==> src/rtl/pipeline_ctrl.sv <==
// pipeline_ctrl: stall/flush sequencer for the five-stage pipeline.
// Merges load-use, ID branch-taken and data-memory wait into per-stage
// pipeline-register controls. Outputs are Mealy-decoded from state and
// inputs; state and counters advance on the rising clock edge.
module pipeline_ctrl #(
  parameter int unsigned TIMEOUT = 255,
  parameter int unsigned CNT_W   = 16
) (
  input  logic             clk_i,
  input  logic             rst_i,
  input  logic             start_i,
  input  logic             hazard_i,
  input  logic             branch_i,
  input  logic             mem_req_i,
  input  logic             mem_ack_i,
  output logic             pc_write_o,
  output logic             ifid_write_o,
  output logic             ifid_flush_o,
  output logic             idex_write_o,
  output logic             idex_bubble_o,
  output logic             exmem_write_o,
  output logic             memwb_write_o,
  output logic             memwb_bubble_o,
  output logic             mem_en_o,
  output logic             error_o,
  output logic [CNT_W-1:0] stall_cnt_o
);

  typedef enum logic [1:0] {
    IDLE     = 2'd0,
    RUN      = 2'd1,
    MEM_WAIT = 2'd2,
    ERROR    = 2'd3
  } state_t;

  localparam logic [CNT_W-1:0] TMO_LIMIT = CNT_W'(TIMEOUT);
  localparam logic [CNT_W-1:0] STALL_MAX = {CNT_W{1'b1}};
  localparam logic [CNT_W-1:0] CNT_ONE   = CNT_W'(1);

  state_t           state;
  state_t           state_next;
  logic [CNT_W-1:0] tmo_cnt;
  logic [CNT_W-1:0] stall_cnt;
  logic             tmo_clr;
  logic             tmo_inc;
  logic             tmo_hit;
  logic             stall_inc;

  // Timeout reached if this ack-less cycle is the TIMEOUT-th in a row
  assign tmo_hit = ((tmo_cnt + CNT_ONE) == TMO_LIMIT);

  // State register
  always_ff @(posedge clk_i or posedge rst_i) begin
    if (rst_i) begin
      state <= IDLE;
    end else begin
      state <= state_next;
    end
  end

  // Next-state and timeout-counter control
  always_comb begin
    state_next = state;
    tmo_clr    = 1'b0;
    tmo_inc    = 1'b0;
    case (state)
      IDLE: begin
        if (start_i) begin
          state_next = RUN;
        end
      end
      RUN: begin
        if (!start_i) begin
          state_next = IDLE;
        end else if (mem_req_i) begin
          state_next = MEM_WAIT;
          tmo_clr    = 1'b1;
        end
      end
      MEM_WAIT: begin
        // An ack always wins, even on the cycle the timeout would expire
        if (mem_ack_i) begin
          state_next = RUN;
        end else begin
          tmo_inc = 1'b1;
          if (tmo_hit) begin
            state_next = ERROR;
          end
        end
      end
      ERROR: begin
        state_next = ERROR;
      end
      default: begin
        state_next = IDLE;
      end
    endcase
  end

  // Output decode (Mealy): enables default off, bubbles/flushes default off
  always_comb begin
    pc_write_o     = 1'b0;
    ifid_write_o   = 1'b0;
    ifid_flush_o   = 1'b0;
    idex_write_o   = 1'b0;
    idex_bubble_o  = 1'b0;
    exmem_write_o  = 1'b0;
    memwb_write_o  = 1'b0;
    memwb_bubble_o = 1'b0;
    mem_en_o       = 1'b0;
    error_o        = 1'b0;
    case (state)
      IDLE: begin
        memwb_bubble_o = 1'b1;
      end
      RUN: begin
        if (!start_i) begin
          // Pipeline halts; everything stays disabled
        end else if (mem_req_i) begin
          // Memory op dominates: freeze upstream, bubble into MEM/WB
          memwb_bubble_o = 1'b1;
          mem_en_o       = 1'b1;
        end else begin
          exmem_write_o = 1'b1;
          memwb_write_o = 1'b1;
          if (hazard_i) begin
            // Load-use: hold IF/ID and PC, inject NOP into ID/EX
            idex_write_o  = 1'b1;
            idex_bubble_o = 1'b1;
          end else begin
            pc_write_o    = 1'b1;
            ifid_write_o  = 1'b1;
            idex_write_o  = 1'b1;
            ifid_flush_o  = branch_i;
          end
        end
      end
      MEM_WAIT: begin
        mem_en_o = 1'b1;
        if (mem_ack_i) begin
          // Data valid: drain MEM, front end follows hazard/branch rules
          exmem_write_o = 1'b1;
          memwb_write_o = 1'b1;
          if (hazard_i) begin
            idex_write_o  = 1'b1;
            idex_bubble_o = 1'b1;
          end else begin
            pc_write_o    = 1'b1;
            ifid_write_o  = 1'b1;
            idex_write_o  = 1'b1;
            ifid_flush_o  = branch_i;
          end
        end else begin
          memwb_bubble_o = 1'b1;
        end
      end
      ERROR: begin
        memwb_bubble_o = 1'b1;
        error_o        = 1'b1;
      end
      default: begin
        memwb_bubble_o = 1'b1;
      end
    endcase
  end

  // Memory timeout counter: cleared on request, counts ack-less waits
  always_ff @(posedge clk_i or posedge rst_i) begin
    if (rst_i) begin
      tmo_cnt <= '0;
    end else if (tmo_clr) begin
      tmo_cnt <= '0;
    end else if (tmo_inc) begin
      tmo_cnt <= tmo_cnt + CNT_ONE;
    end
  end

  // Stall cycles are those in RUN/MEM_WAIT where the PC does not advance
  assign stall_inc = ((state == RUN) || (state == MEM_WAIT)) && !pc_write_o;

  // Saturating stall-cycle counter
  always_ff @(posedge clk_i or posedge rst_i) begin
    if (rst_i) begin
      stall_cnt <= '0;
    end else if (stall_inc && (stall_cnt != STALL_MAX)) begin
      stall_cnt <= stall_cnt + CNT_ONE;
    end
  end

  assign stall_cnt_o = stall_cnt;

endmodule

==> config.mk <==
export PLATFORM = sky130hd
export DESIGN_NAME = pipeline_ctrl
export DESIGN_NICKNAME = d
export VERILOG_FILES = /design/src/rtl/pipeline_ctrl.sv
export SDC_FILE = /design/constraint.sdc
export NUM_CORES = 1
export LEC_CHECK = 0
export CAP_MARGIN = 20
export CORE_UTILIZATION = 57
export DETAILED_ROUTE_END_ITERATION = 7
export PLACE_DENSITY = 0.88
export SLEW_MARGIN = 0
export SYNTH_ARGS = -nofsm -noshare
export SYNTH_HDL_FRONTEND = slang
export SYNTH_SLANG_ARGS = --single-unit
==> constraint.sdc <==
create_clock -name clk_i -period 4.3 [get_ports clk_i]
set_input_delay 0.86 -clock clk_i [delete_from_list [all_inputs] [get_ports clk_i]]
set_output_delay 0.86 -clock clk_i [all_outputs]
set_load 0.01 [all_outputs]
==> reports/qor.txt <==
Die height: 61.5 um
Diodes inserted: 0
I/O pins: 33
Post-synthesis average cell area: 9.66 um^2
Fin util: 71.4%
Largest net degree at the start of global routing: 35
Initial DRC count: 70
Row cnt: 21
Hold slack: 0.503 ns
Postcts setup bufs: 0
Status: complete, no violations
Via/cell ratio: 5.57
Synth Warn #: 0
Pins Over Slew Limit: 0
Final instance area: 2400 um^2
Kind of critical path: in2out
Post-synth top flop: dfrtp_1
Comb pwr share: 40.9%
Buffers on Ports: 32
Clk_lat worst skew: 0.35 ns
Critical Path AT: 2.82 ns
Clock share of power: 17.7%
IR drop worst, VDD: 0.365 mV
CTS Buf Count: 5
Sequential share of the synthesized area: 42.2%
WL final: 3910 um
Kind of start point of the critical path: primary input
Total of max-cap violations: 0
CP Max Fanout: 5
Worst Path Required: 3.44 ns
Crit share post-route: 85.5%
CTS Sinks: 34
Post-cts gate resize count: 0
FF+latch count, synth: 34
CTS tree: yes
Most numerous cell in the Yosys netlist: dfrtp_1
Psw: 0.000391 W
Worst-path clk slew: 0.10 ns
Pint: 0.000673 W
Fmax achieved: 0.272 GHz
Drt first pass iters: 4
DRC Markers: 0
Reg2reg setup slack: 1.82 ns
Post-synth ARST share: 100%
Final setup vio count: 0
Initial antenna violation count: 0
Cell taking the most area after synthesis: dfrtp_1
Post-synth cell types: 46
Area Overhead vs Synth: 18.9%
Synth top area cells: dfrtp_1, xnor2_1, xor2_1, ha_1, nand4_1
EDFF count, synth: 0
Mapped Area: 2020 um^2
Layout cell share with drive strength beyond 1: 6.72%
Vias: 1582
Setup crit end kind: output port
GPL Wtd Cong: 0.843
First-pass GRT wire length: 6100 um
Minimum clock period after layout: 3.68 ns
Reg power frac: 41.4%
Placed cell area: 2340 um^2
CTS Root Cell: clkbuf_4
Clock tree buffer depth: 2
Gate Count Post-Synth: 209
Avg WL per Cell: 13.8 um
Area share of the largest cell type after synthesis: 42.2%
Synth Net Count: 225
Fin nets: 253
Gr ovfl total: 0
Core area: 3360 um^2
ANT nets after route: 0
Rel. slew slack: 59.6%
Leak: 1.02 nW
RSZ-0062 raised after global routing: false
Hold Vio Cnt, Final: 0
Setup TNS: 0 ns
Post-route insts no fill: 284
H-tree levels: 2
Gr usage total: 22.5%
Dpl cells: 276
Switching share of total power: 36.8%
DP HPWL: 2810 um
CTS Hold Bufs: 0
Commonest cells post-synth: dfrtp_1, nor2_1, xnor2_1
Skew final: 0.0133 ns
DIE AREA: 3780 um^2
Vias in the first global route: 1395
Worst hold path type: reg2reg
Slew @ Worst Pin: 0.601 ns
Initial Util: 60.0%
Die X: 61.5 um
P per Cell Area: 444 nW/um^2
==> stage by stage <==
| stage | setup WS, ns | power, W |
|---|---|---|
| finish | 0.624 | 0.00106 |
| global route | 0.528 | 0.00114 |
| CTS | 0.633 | 0.00107 |
| detailed placement | 0.632 | 0.000881 |
| global placement | 0.713 | 0.000867 |
| floorplan | 1.47 | 0.000702 |
==> worst max-delay path, stage by stage <==
cell and delay (ns):
clkdlybuf4s50_1 0.51, and3b_1 0.19, a21oi_1 0.07, nor2b_1 0.24, nor2b_1 0.25, and2_1 0.16, clkdlybuf4s50_1 0.53
==> sequential cells by signal, summed over array words and instances, names as in the netlist <==
register,flops
stall_cnt_o,16
state,2
tmo_cnt,16
==> layout make-up <==
class / instances / area (um^2)
inverters: 7 / 26.3
flip-flops and latches: 34 / 851
well taps: 46 / 57.6
clock buffers: 7 / 55.1
clock inverters: 1 / 5.00
multi-input cells: 155 / 1070
fillers: 266 / 963
repair buffers: 34 / 335
==> cell usage in the layout (no fill, tap or decap), drive strengths merged, types with 2 or more instances in the layout <==
master          n
nor4            2
a21boi          2
nand3          10
o21ai           3
clkbuf          7
or2             2
nand4          13
mux2            2
and3            4
or3             2
and4            3
a21oi           9
nor2           21
nor3            9
inv             7
nor2b           3
nand2           9
and2            3
nand2b          2
xor2           14
clkdlybuf4s50  32
dfrtp          34
buf             2
ha              9
xnor2          18
==> power groups by stage <==
| stage | combinational [W] | sequential [W] | clock, W |
|---|---|---|---|
| after global routing | 0.000486 | 0.000448 | 0.000204 |
| final | 0.000435 | 0.000440 | 0.000189 |
| after floorplan | 0.000260 | 0.000442 | 0 |
| after CTS | 0.000439 | 0.000440 | 0.000195 |
| after detailed placement | 0.000437 | 0.000444 | 0 |
| after global placement | 0.000425 | 0.000442 | 0 |
==> metal layers <==
layer  vias to the layer above  share of wire [%]  global-route usage [%]
met5                         -                  0                       0
met4                         0                1.7                    9.21
met3                         6                4.0                    7.14
met2                        25                 51                    36.1
met1                       762                 44                    28.1
li1                        789                  -                       -
==> cells by family (layout without fill, tap and decap cells) <==
logic type      count (synthesis)  count (layout)  share of synthesized area [%]
flops                          34              34                           42.2
xor+xnor                       32              32                           13.9
fa+ha+maj                       9               9                           5.58
buf+inv                        20              49                           4.84
mux                             3               3                           1.61
compound gates                 22              22                           7.32
simple gates                   89              89                           24.6
==> path summary, 6_finish.rpt <==
check	startpoint	to	cells after the start
max in group asynchronous	rst_i	tmo_cnt[0]	3
worst min register to register	stall_cnt_o[13]	stall_cnt_o[13]	1
worst max register to register	tmo_cnt[0]	state[1]	7
worst min-delay path	stall_cnt_o[13]	stall_cnt_o[13]	1
min in group asynchronous	rst_i	stall_cnt_o[7]	3
worst max-delay path	start_i	ifid_flush_o	7
(Power assumes the default switching activity.)
